==> src/rtl/uart_rx.sv <==
// 8N1-style UART receiver: 2-flop synchroniser, centre sampling, one-cycle valid/frame-error strobes.
// Optional majority-of-three sampling is enabled by defining UART_RX_MAJORITY_EN.
`timescale 1ns/1ps

module uart_rx #(
    parameter int unsigned CLKS_PER_BIT = 87,
    parameter int unsigned WORD         = 8
) (
    input  logic            i_Clock,
    input  logic            i_Rst_n,
    input  logic            i_Rx_Serial,
    output logic            o_Rx_DV,
    output logic [WORD-1:0] o_Rx_Byte,
    output logic            o_Rx_Frame_Err,
    output logic            o_Rx_Active
);

    localparam int unsigned CNT_W = $clog2(CLKS_PER_BIT);
    localparam int unsigned IDX_W = $clog2(WORD + 1);
    localparam int unsigned H     = (CLKS_PER_BIT - 1) / 2;

    localparam logic [CNT_W-1:0] CNT_HALF = CNT_W'(H);
    localparam logic [CNT_W-1:0] CNT_LAST = CNT_W'(CLKS_PER_BIT - 1);
    localparam logic [IDX_W-1:0] IDX_LAST = IDX_W'(WORD - 1);

    typedef enum logic [2:0] {
        IDLE    = 3'd0,
        START   = 3'd1,
        DATA    = 3'd2,
        STOP    = 3'd3,
        CLEANUP = 3'd4
    } state_t;

    state_t            state_q, state_d;
    logic [CNT_W-1:0]  cnt_q, cnt_d;
    logic [IDX_W-1:0]  idx_q, idx_d;
    logic [WORD-1:0]   shift_q, shift_d;
    logic [WORD-1:0]   byte_d;
    logic              dv_d, ferr_d, active_d;

    logic              rx_meta, rx_s;
    logic              sample;

    // Line idles high, so both synchroniser flops reset to 1
    always_ff @(posedge i_Clock or negedge i_Rst_n) begin
        if (!i_Rst_n) begin
            rx_meta <= 1'b1;
            rx_s    <= 1'b1;
        end else begin
            rx_meta <= i_Rx_Serial;
            rx_s    <= rx_meta;
        end
    end

`ifdef UART_RX_MAJORITY_EN
    // Three-sample window: current rx_s plus the two previous edges
    logic [1:0] rx_hist;

    always_ff @(posedge i_Clock or negedge i_Rst_n) begin
        if (!i_Rst_n) begin
            rx_hist <= 2'b11;
        end else begin
            rx_hist <= {rx_hist[0], rx_s};
        end
    end

    assign sample = (rx_s & rx_hist[0]) | (rx_s & rx_hist[1]) | (rx_hist[0] & rx_hist[1]);
`else
    assign sample = rx_s;
`endif

    // State, counters, shift register and registered outputs
    always_ff @(posedge i_Clock or negedge i_Rst_n) begin
        if (!i_Rst_n) begin
            state_q        <= IDLE;
            cnt_q          <= '0;
            idx_q          <= '0;
            shift_q        <= '0;
            o_Rx_Byte      <= '0;
            o_Rx_DV        <= 1'b0;
            o_Rx_Frame_Err <= 1'b0;
            o_Rx_Active    <= 1'b0;
        end else begin
            state_q        <= state_d;
            cnt_q          <= cnt_d;
            idx_q          <= idx_d;
            shift_q        <= shift_d;
            o_Rx_Byte      <= byte_d;
            o_Rx_DV        <= dv_d;
            o_Rx_Frame_Err <= ferr_d;
            o_Rx_Active    <= active_d;
        end
    end

    always_comb begin
        state_d  = state_q;
        cnt_d    = cnt_q;
        idx_d    = idx_q;
        shift_d  = shift_q;
        byte_d   = o_Rx_Byte;
        dv_d     = 1'b0;
        ferr_d   = 1'b0;
        active_d = o_Rx_Active;

        case (state_q)
            IDLE: begin
                cnt_d = '0;
                idx_d = '0;
                if (!rx_s) begin
                    state_d  = START;
                    active_d = 1'b1;
                end
            end

            START: begin
                if (cnt_q == CNT_HALF) begin
                    cnt_d = '0;
                    if (!sample) begin
                        state_d = DATA;
                    end else begin
                        state_d  = IDLE;
                        active_d = 1'b0;
                    end
                end else begin
                    cnt_d = cnt_q + CNT_W'(1);
                end
            end

            // LSB arrives first, so shifting in from the top leaves bit 0 at the bottom
            DATA: begin
                if (cnt_q == CNT_LAST) begin
                    cnt_d   = '0;
                    shift_d = {sample, shift_q[WORD-1:1]};
                    idx_d   = idx_q + IDX_W'(1);
                    if (idx_q == IDX_LAST) begin
                        state_d = STOP;
                    end
                end else begin
                    cnt_d = cnt_q + CNT_W'(1);
                end
            end

            STOP: begin
                if (cnt_q == CNT_LAST) begin
                    cnt_d   = '0;
                    state_d = CLEANUP;
                    if (sample) begin
                        byte_d = shift_q;
                        dv_d   = 1'b1;
                    end else begin
                        ferr_d = 1'b1;
                    end
                end else begin
                    cnt_d = cnt_q + CNT_W'(1);
                end
            end

            CLEANUP: begin
                cnt_d    = '0;
                active_d = 1'b0;
                state_d  = IDLE;
            end

            default: begin
                cnt_d    = '0;
                idx_d    = '0;
                active_d = 1'b0;
                state_d  = IDLE;
            end
        endcase
    end

endmodule
==> config.mk <==
export PLATFORM = sky130hd
export DESIGN_NAME = uart_rx
export DESIGN_NICKNAME = d
export VERILOG_FILES = /design/src/rtl/uart_rx.sv
export SDC_FILE = /design/constraint.sdc
export NUM_CORES = 1
export LEC_CHECK = 0
export BUFFER_PORTS_ARGS = -buffer_cell sky130_fd_sc_hd__buf_2
export CORE_MARGIN = 2
export CORE_UTILIZATION = 60
export CTS_CLUSTER_DIAMETER = 100
export DETAILED_ROUTE_END_ITERATION = 8
export PLACE_DENSITY = 0.77
export SYNTH_ARGS = -nofsm -noshare
export SYNTH_HDL_FRONTEND = slang
export SYNTH_SLANG_ARGS = --single-unit
export TNS_END_PERCENT = 50
==> constraint.sdc <==
create_clock -name i_Clock -period 2.48 [get_ports i_Clock]
set_input_delay 0.496 -clock i_Clock [delete_from_list [all_inputs] [get_ports i_Clock]]
set_output_delay 0.496 -clock i_Clock [all_outputs]
set_load 0.02 [all_outputs]
### Word-level counts from Yosys, hierarchy flattened

Cells that the tools add are included.
W data, S select, Z words.

* word-level logic and storage cells: 57
* output and inout port bits: 11
* register bits after elaboration: 35
* bits of input ports: 3

* equal/unequal tests: 13
* bitwise logic cells: 2
* reduce and logical (&&, ||, !) cells: 8
* multiplexer cells: 22
* $add $sub $neg: 2

Operator list (count)
* $mux W3: 5
* $mux W7: 2
* $pmux W7 S2: 1
* $ne A2 B2 Y1 const B: 6
* $pmux W3 S4: 1
* $mux W1: 9
* $pmux W4 S2: 1
* $add A7 B1 Y7 const B: 1
* $eq A7 B6 Y1 const B: 1
* $eq A7 B7 Y1 const B: 1
* $eq A3 B2 Y1 const B: 2
* $reduce_and A5 Y1: 1
* $add A4 B1 Y4 const B: 1
* $eq A4 B3 Y1 const B: 1
* $mux W4: 1
* $reduce_and A2 Y1: 2
* $reduce_and A4 Y1: 1
* $eq A3 B1 Y1 const B: 1
* $eq A3 B3 Y1 const B: 1
* $logic_not A3 Y1: 1
* $pmux W1 S3: 1
* $reduce_and A3 Y1: 1
* $reduce_or A3 Y1: 1
* $mux W2: 1
* other kinds (2): 3

### Longest topological paths before layout

Gate-level depths: netlist of run 1.

* word-level depth: 4
* depth in mapped cells: 6

### Worst setup path after synthesis of run 1

Ideal clock, no wire load.

* kind: register -> register
* start point: register cnt_q[0]
* end point: register cnt_q[2]
* period minus slack after synthesis: 1.569 ns
* path slack: 0.911 ns
* path buffers: 0
* required time: 2.351 ns
* cell stages (with the launch flop): 7
* arrival time: 1.439 ns
* setup time: 0.129 ns
* path through: dfrtp_1 -> inv_1 -> ha_1 -> nand4b_4 -> or2_2 -> a32oi_4 -> nor2_1

* longest elaborated chain between the ends: 3

Ends and longest elaborated chain
* from (decl): line 35 `logic [CNT_W-1:0] cnt_q, cnt_d;`
* from (signal assigned): line 85 `cnt_q <= cnt_d;`
* $add A7 B1 Y7, or another cell as far along: line 125, 139, 154
* $mux W7 (on tied branches): line 131, 144, 116
* $pmux W7 S2 (*): line 105 `case (state_q)`
* via cnt_d[2]: line 35

The timed path passes the listed nets; every way through them passes the cells marked *.
A chain may end at the register's enable or synchronous reset.

### Worst setup path in the final report of run 1

* start point: register cnt_q[0]
* end point: register o_Rx_Byte[5]

* longest elaborated chain between the ends: 2

Ends and longest elaborated chain
* $eq A7 B7 Y1: line 144 `if (cnt_q == CNT_LAST) begin`
* $reduce_and A3 Y1 (no source line)
* to (signal assigned): line 88 `o_Rx_Byte <= byte_d;`
* to (decl): line 13 `output logic [WORD-1:0] o_Rx_Byte,`

No other way between the ends.

==> results.toml, run 1 <==
[setup_path]
cp.arrival_ns = 1.99
cp_max_fo = 8
required_ns = 2.71
r2r_slack_ns = 0.72
rr_worst_depth = 6
cp-end-kind = "flop"
r2r_start = "cnt_q[0]"
path_class = "reg2reg"
reg2reg_to = "o_Rx_Byte[5]"
cp-start-kind = "flop"

[drt]
drtPass1Iterations = 4
avgViaCountPerCell = 5.97
drt_iter0_drc = 22
dr_total_vias = 1062
ant_nets = 0
drt_wl_total_um = 2680
wl_per_cell_um = 15.1
drc = 0

[timing]
rsz0062_at_grt = "no"
layout_min_cycle_time_ns = 1.76
hold_viol_final = 0
setup_tns_ns = 0
skew_ns = 0.0142
whs_ns = 0.205
worst_pin_slew_ns = 0.736
slew_headroom_pct = 50.9
max_freq_ghz = 0.567
slew_violations = 0
fin_crit_sh_pct = 71.1
finalSetupViolCount = 0

[logic_synthesis]
synth_warnings = 0
async_reset_ff_share_pct = 100
synth-seq-area-share_pct = 55.7
netlist_instances = 128
ys_ff_latch = 35
synth_edf_count = 0
synth_fp_nets = 134
ys_types = 35
syn_area_per_cell_um2 = 12.3
synth_ff_type = "dfrtp_1"
netlist_area_um2 = 1580

[pwr]
ir_worst_vdd_mv = 0.566
p_per_area_nw_per_um2 = 606
p_leak_nw = 0.871

[clock_network]
clock_latency_ns = 0.34
postCtsHoldBufs = 0
post_cts_resized = 0
cts_buffers = 5
htree_levels = 2
cts_buffer_depth = 2
cts.clk_slew.worst_paths_ns = 0.11
root_buffer = "clkbuf_4"
post-cts-setup-buffer-count = 0
tritoncts = "yes"
numClockSinks = 35

[global_routing]
antenna_found_initial = 0
grt_pass1_vias = 1112
grt_max_degree = 36
grt_pass1_wl_um = 4890
overflow = 0
grt_usage_pct = 20.7

[placed_design]
portBuffers = 13
place.gp.congestion = 0.826
post-dp-hpwl_um = 1900

[die]
fp.dieH_um = 55.3
core-area_um2 = 2480
start_util_pct = 63.7
io_pins = 14
rows = 18
dieArea_um2 = 3060
dieWidth_um = 55.3

[finish]
fillCellCount = 186
most-common-layout-cells = "33 x dfrtp_1, 16 x mux2_2, 13 x nor2_1, 13 x buf_2"
multiInputGateArea_um2 = 683
final_net_count = 153
syn_to_final_growth_pct = 11.2
num_antenna_cells = 0
final_common_cell = "dfrtp_1"
drive_above_1_share_pct = 30.4
seq_area_um2 = 878

[job]
drv_cap = 0

[outcome]
status = "finished clean"

[hold_path]
hp-class = "in2async"
[state kept, by name, indices dropped and copies added (netlist names)]
register and flops:
idx_q 4, rx_meta 1, state_q 3, o_Rx_Frame_Err 1, rx_s 1, shift_q 8, cnt_q 7, o_Rx_DV 1
o_Rx_Active 1, o_Rx_Byte 8
[Yosys cell counts, drive strengths merged (3+ instances only)]
master	n	share of area, %
and3	3	1.2
dfrtp	33	52
ha	3	2.4
mux2	16	11
nand2	8	2.1
nand2b	3	1.2
nand3	6	1.9
nor2	14	3.8
nor2b	3	1.2
nor3	4	1.6
o21ai	7	2.2
xnor2	3	1.7
[worst max-delay path, cell delays in order (launching register included)]
cell	delay (ns)
dfrtp_1	0.44
inv_1	0.08
ha_1	0.19
nand4b_4	0.15
nor2_4	0.24
nand4_4	0.22
mux2_2	0.34
[where the power goes]
part | internal (mW) | switching [mW] | total, mW | leakage [nW]
sequential | 0.585 | 0.0222 | 0.607 | 0.470
clock | 0.214 | 0.181 | 0.395 | 0.0395
combinational | 0.0230 | 0.0380 | 0.0610 | 0.362
[logic make-up after synthesis]
kind of cell / count (synthesis) / synth area share [%]
fa+ha+maj: 3 / 2.38
simple gates: 48 / 18.2
buf+inv: 4 / 1.03
xor+xnor: 5 / 2.78
compound gates: 15 / 7.30
mux: 18 / 12.7
flops: 35 / 55.7
[cell type report]
| cell class | instances | share of cell area, % |
|---|---|---|
| Clock buffer | 7 | 2.57 |
| Tap cell | 30 | 2.14 |
| Clock inverter | 1 | 1.71 |
| Multi-Input combinational cell | 89 | 38.9 |
| Inverter | 2 | 0.428 |
| Timing Repair Buffer | 14 | 4.14 |
| Sequential cell | 35 | 50.1 |
[stage by stage]
stage | setup WS (ns) | util [%] | std cells | cell area, um2 | power [mW]
after floorplan | 0.911 | - | 128 | 1580 | 0.653
after global placement | 0.791 | 67.8 | 170 | 1680 | 0.676
after detailed placement | 0.718 | 67.8 | 170 | 1680 | 0.680
after CTS | 0.698 | 70.8 | 178 | 1750 | 1.07
after global routing | 0.606 | 70.8 | 178 | 1750 | 1.11
final | 0.716 | 70.8 | 178 | 1750 | 1.06
[how the worst max path moves through the flow]
stage                   from            to  slack (ns)  cells past startpoint
CTS                 cnt_q[0]  o_Rx_Byte[1]        0.70                      6
finish              cnt_q[0]  o_Rx_Byte[5]        0.72                      6
detailed placement  cnt_q[0]  o_Rx_Byte[1]        0.72                      6
floorplan           cnt_q[0]      cnt_q[2]        0.91                      6
global route        cnt_q[0]  o_Rx_Byte[4]        0.61                      6
global placement    cnt_q[0]  o_Rx_Byte[2]        0.79                      6
[routing by layer]
layer / GRT usage (%) / part of all wire [%] / up-vias
li1: - / - / 496
met1: 24.4 / 43 / 535
met2: 34.5 / 50 / 24
met3: 6.32 / 4.4 / 7
met4: 9.41 / 2.2 / 0
met5: 0 / 0 / -
Note: power is estimated with default switching activity, not from simulation.
==> run 2: changes to the inputs <==
--- a/config.mk
+++ b/config.mk
@@ -5,12 +5,13 @@
 export SDC_FILE = /design/constraint.sdc
 export NUM_CORES = 1
 export LEC_CHECK = 0
+export ABC_AREA = 1
 export BUFFER_PORTS_ARGS = -buffer_cell sky130_fd_sc_hd__buf_2
 export CORE_MARGIN = 2
-export CORE_UTILIZATION = 60
+export CORE_UTILIZATION = 58
 export CTS_CLUSTER_DIAMETER = 100
 export DETAILED_ROUTE_END_ITERATION = 8
-export PLACE_DENSITY = 0.77
+export PLACE_DENSITY = 0.75
 export SYNTH_ARGS = -nofsm -noshare
 export SYNTH_HDL_FRONTEND = slang
 export SYNTH_SLANG_ARGS = --single-unit
==> constraint.sdc (replaced) <==
create_clock -name i_Clock -period 1.85 [get_ports i_Clock]
set_input_delay 0.37 -clock i_Clock [delete_from_list [all_inputs] [get_ports i_Clock]]
set_output_delay 0.37 -clock i_Clock [all_outputs]
set_load 0.02 [all_outputs]
==> run 2 against run 1 <==
Effect of this change:
- setup slack worse by 0.46 ns
- flip-flop and latch count unchanged
- clock skew down 0.0090 ns
- register-to-register slack worse by 0.46 ns
- largest cell class unchanged
- largest power group unchanged
==> results.toml, run 2 <==
[logic_synthesis]
syn_area_per_cell_um2 = 8.67
synth_fp_nets = 195
synth-seq-area-share_pct = 53.6
yosys.cell_count.top_type = "nand2_1"
async_reset_ff_share_pct = 100
synth_compound_gate_area_share_pct = 10.0
yosysTopAreaCell = "dfrtp_1"
synth.area.top_cells = "dfrtp_1 50%, nand2_1 9.2%, inv_1 7.3%"
ys_top_cells_by_count = "40 x nand2_1, 33 x dfrtp_1, 32 x inv_1"
synth_ff_type = "dfrtp_1"
yosys.area.top_type_share_pct = 50.4
netlist_area_um2 = 1640
netlist_instances = 189
synth_warnings = 0
synth_xor_area_share_pct = 0.535
synth_top_family_by_area = "simple AND/OR/NAND/NOR gates"
synth_edf_count = 0
ys_types = 22
synth_mux_area_share_pct = 0
ys_ff_latch = 35
synth_fa_ha_area_share_pct = 2.29
synth-simple-area-share_pct = 24.6

[pwr]
p_per_area_nw_per_um2 = 1050
power.total_mw = 1.88
p_leak_nw = 0.945
ir_worst_vdd_mv = 1.01

[clock_network]
cts.clk_slew.worst_paths_ns = 0.10
clock_latency_ns = 0.33
post_cts_resized = 0
cts_buffer_depth = 2
tritoncts = "yes"
root_buffer = "clkbuf_4"
cts_buffers = 5
htree_levels = 2
post-cts-setup-buffer-count = 0
postCtsHoldBufs = 0
numClockSinks = 35

[timing]
layout_min_cycle_time_ns = 1.59
skew_ns = 0.00513
hold_viol_final = 0
fin_crit_sh_pct = 86.0
finalSetupViolCount = 0
slew_headroom_pct = 50.2
slew_violations = 0
whs_ns = 0.0955
worst_pin_slew_ns = 0.747
rsz0062_at_grt = "no"
setup_tns_ns = 0
max_freq_ghz = 0.628

[setup_path]
cp_max_fo = 15
cp_common_cell = "inv_1"
required_ns = 2.07
cp_top_family = "simple AND/OR/NAND/NOR gates"
r2r_slack_ns = 0.26
path_buf_inv = 3
cp_slowest_cell = "dfrtp_1"
worstPathCellList = "inv_1 > ha_1 > nand2_1 > inv_1 > nand3_2 > inv_1 > nand2_2 > nor2_1 > a21oi_2"
cp.arrival_ns = 1.81
slowest_delay_ns = 0.42
path_class = "reg2reg"
cp-end-kind = "flop"
cp-start-kind = "flop"

[job]
drv_cap = 0

[global_routing]
grt_pass1_wl_um = 4750
overflow = 0
grt_usage_pct = 19.1
grt_pass1_vias = 1134
antenna_found_initial = 0
grt_max_degree = 36

[die]
fp.dieH_um = 57.1
core-area_um2 = 2710
rows = 19
io_pins = 14
dieWidth_um = 57.1
dieArea_um2 = 3260
start_util_pct = 60.4

[finish]
fin_cells = 240
num_antenna_cells = 0
final_util_pct = 66.3
top_regs = "o_Rx_Byte x8, shift_q x8, cnt_q x7"
syn_to_final_growth_pct = 9.63
final_common_cell = "nand2_1"
seq_area_um2 = 878
final_net_count = 214
drive_above_1_share_pct = 19.6
multiInputGateArea_um2 = 613
most-common-layout-cells = "40 x nand2_1, 33 x dfrtp_1, 32 x inv_1"
fillCellCount = 237

[drt]
wl_per_cell_um = 11.5
drtPass1Iterations = 4
ant_nets = 0
wl_met1_um = 1220
top_layer = "met4"
drt_iter0_drc = 40
wl_met2_um = 1370
drc = 0
met3WireLength_um = 125
dr_total_vias = 1220
avgViaCountPerCell = 5.08
drt_wl_total_um = 2760

[placed_design]
place.gp.congestion = 0.861
post-dp-hpwl_um = 1950
post-place-cells = 232
portBuffers = 13

[outcome]
status = "finished clean"

[hold_path]
hp-class = "in2async"
[run 2: per-layer routing]
layer / vias to the layer above / track usage [%]
li1: 630 / -
met1: 553 / 23.5
met2: 32 / 31.2
met3: 5 / 4.99
met4: 0 / 9.30
met5: - / 0
[run 2: cell type report]
class | instances | area share [%]
clock buffers | 8 | 3.83
inverters | 33 | 6.90
multi-input cells | 119 | 34.1
flip-flops and latches | 35 | 48.9
well taps | 31 | 2.16
repair buffers | 14 | 4.04
[run 2: per-stage QoR]
step / setup WS [ns] / instance area [um2]
6_report: 0.259 / 1800
3_3_place_gp: 0.387 / 1730
4_1_cts: 0.251 / 1800
3_5_place_dp: 0.274 / 1730
5_1_grt: 0.0533 / 1800
2_1_floorplan: 0.478 / 1640
[run 2: path summary, 6_finish.rpt]
path                              from         end  cells past startpoint
max                           cnt_q[0]  shift_q[2]                      9
min                            i_Rst_n  shift_q[1]                      1
max reg2reg                   cnt_q[0]  shift_q[2]                      9
min reg2reg                    rx_meta        rx_s                      0
max in group asynchronous      i_Rst_n  shift_q[2]                      1
min in group i_Clock       i_Rx_Serial     rx_meta                      1
[run 2: power by group]
group	leakage [nW]	switching [mW]	internal, mW
clock network	0.0386	0.238	0.224
logic	0.433	0.348	0.153
registers	0.473	0.0800	0.837
total	0.945	0.666	1.21
[run 2: cells by family after synthesis]
kind of cell               Yosys count
buffers and inverters               35
and+or+nand+nor                     90
AOI/OAI and AO/OA                   25
adders and majority gates            3
xor gates and xnor gates             1
DFF                                 35
==> run 3: changes to the inputs <==
--- a/config.mk
+++ b/config.mk
@@ -11,7 +11,8 @@
 export CORE_UTILIZATION = 58
 export CTS_CLUSTER_DIAMETER = 100
 export DETAILED_ROUTE_END_ITERATION = 8
-export PLACE_DENSITY = 0.75
+export GPL_TIMING_DRIVEN = 0
+export PLACE_DENSITY = 0.79
 export SYNTH_ARGS = -nofsm -noshare
 export SYNTH_HDL_FRONTEND = slang
 export SYNTH_SLANG_ARGS = --single-unit
==> run 3 against run 2 <==
Effect of this change:
- first-iteration DRC count grew 5.0%
- fmax grew 1.7%
- wire length grew 6.3%
- sequential share of layout area shrank 1.4 points
- worst hold slack lost 0.023 ns
- die area is the same
- power grew 12%
- clock skew grew 0.0056 ns
- sequential power grew 0.5%
- critical path depth shrank 1
- flip-flop and latch count is the same
- critical endpoint is now o_Rx_Byte[1]
- largest cell class unchanged
==> results.toml, run 3 (synthesis results as in run 2) <==
[timing]
max_freq_ghz = 0.639
setup_tns_ns = 0
slew_headroom_pct = 51.8
fin_crit_sh_pct = 84.6
whs_ns = 0.0725
worst_pin_slew_ns = 0.724
rsz0062_at_grt = "no"
slew_violations = 0
hold_viol_final = 0
finalSetupViolCount = 0
skew_ns = 0.0108
layout_min_cycle_time_ns = 1.56
setup_ws_ns = 0.285

[finish]
final_common_cell = "nand2_1"
final_cell_area_um2 = 1850
num_antenna_cells = 0
final_net_count = 215
most-common-layout-cells = "40 x nand2_1, 33 x dfrtp_1, 32 x inv_1"
final_util_pct = 68.1
top_regs = "o_Rx_Byte x8, shift_q x8, cnt_q x7"
syn_to_final_growth_pct = 12.8
drive_above_1_share_pct = 20.5

[die]
start_util_pct = 60.4
rows = 19
core-area_um2 = 2710
dieWidth_um = 57.1
fp.dieH_um = 57.1
dieArea_um2 = 3260
io_pins = 14

[drt]
ant_nets = 0
avgViaCountPerCell = 5.20
wl_per_cell_um = 12.2
drc = 0
drt_iter0_drc = 42
drtPass1Iterations = 5
drt_wl_total_um = 2930
dr_total_vias = 1252

[outcome]
status = "finished clean"

[pwr]
p_leak_nw = 0.964
ir_worst_vdd_mv = 1.12
p_per_area_nw_per_um2 = 1140

[global_routing]
grt_usage_pct = 21.9
grt_max_degree = 36
overflow = 0
grt_pass1_wl_um = 5420
antenna_found_initial = 0
grt_pass1_vias = 1279

[clock_network]
postCtsHoldBufs = 0
clock_latency_ns = 0.34
cts_buffer_depth = 2
post_cts_resized = 0
tritoncts = "yes"
post-cts-setup-buffer-count = 0
numClockSinks = 35
cts_buffers = 5
htree_levels = 2
root_buffer = "clkbuf_4"
cts.clk_slew.worst_paths_ns = 0.11

[placed_design]
place_area_um2 = 1740
pre_cts_ws_ns = 0.269
place.gp.congestion = 0.828
post-dp-hpwl_um = 2110
portBuffers = 13

[setup_path]
required_ns = 2.08
cp-end-kind = "flop"
cp-start-kind = "flop"
cp_max_fo = 10
path_class = "reg2reg"
cp.arrival_ns = 1.79

[job]
drv_cap = 0

[hold_path]
hp-class = "in2async"
-- run 3: stage by stage --
step	std cells	total power [mW]
2_1_floorplan	189	1.30
3_3_place_gp	233	1.40
3_5_place_dp	233	1.43
4_1_cts	241	2.12
5_1_grt	241	2.25
6_report	241	2.11
-- run 3: area by class of cell --
type,instances,area (um2)
fill,224,863
tap,31,38.8
clock inverter,3,67.6
clock buffer,5,37.5
multi-input combinational,119,613
buffer,2,22.5
timing repair buffer,13,65.1
inverter,33,124
sequential,35,878
-- run 3: path summary, 6_finish.rpt --
kind	start	slack, ns	cells past startpoint	to
min in group i_Clock	i_Rx_Serial	0.12	1	rx_meta
min	i_Rst_n	0.07	1	o_Rx_Byte[6]
min reg2reg	rx_meta	0.36	0	rx_s
max	cnt_q[0]	0.29	8	o_Rx_Byte[1]
max in group asynchronous	i_Rst_n	1.31	1	cnt_q[0]
max reg2reg	cnt_q[0]	0.29	8	o_Rx_Byte[1]
-- run 3: power by group --
group	total, mW	switching, mW	internal [mW]
Combinational	0.504	0.351	0.153
Clock	0.680	0.260	0.420
Sequential	0.922	0.0844	0.837
Total	2.11	0.695	1.41
-- run 3: routing by layer --
layer | GRT usage (%) | up-vias | share of wire (%)
met5 | 0 | - | 0
met4 | 8.97 | 0 | 2.1
met3 | 7.03 | 15 | 4.0
met2 | 37.6 | 27 | 52
met1 | 25.3 | 585 | 42
li1 | - | 625 | -
-- run 3: critical path, cell delays in order, from the launching register on --
cell,delay [ns]
dfrtp_1,0.43
inv_1,0.08
ha_1,0.14
nand2_1,0.04
inv_1,0.06
nand3_2,0.15
nor3_4,0.28
buf_6,0.19
o21ai_0,0.09
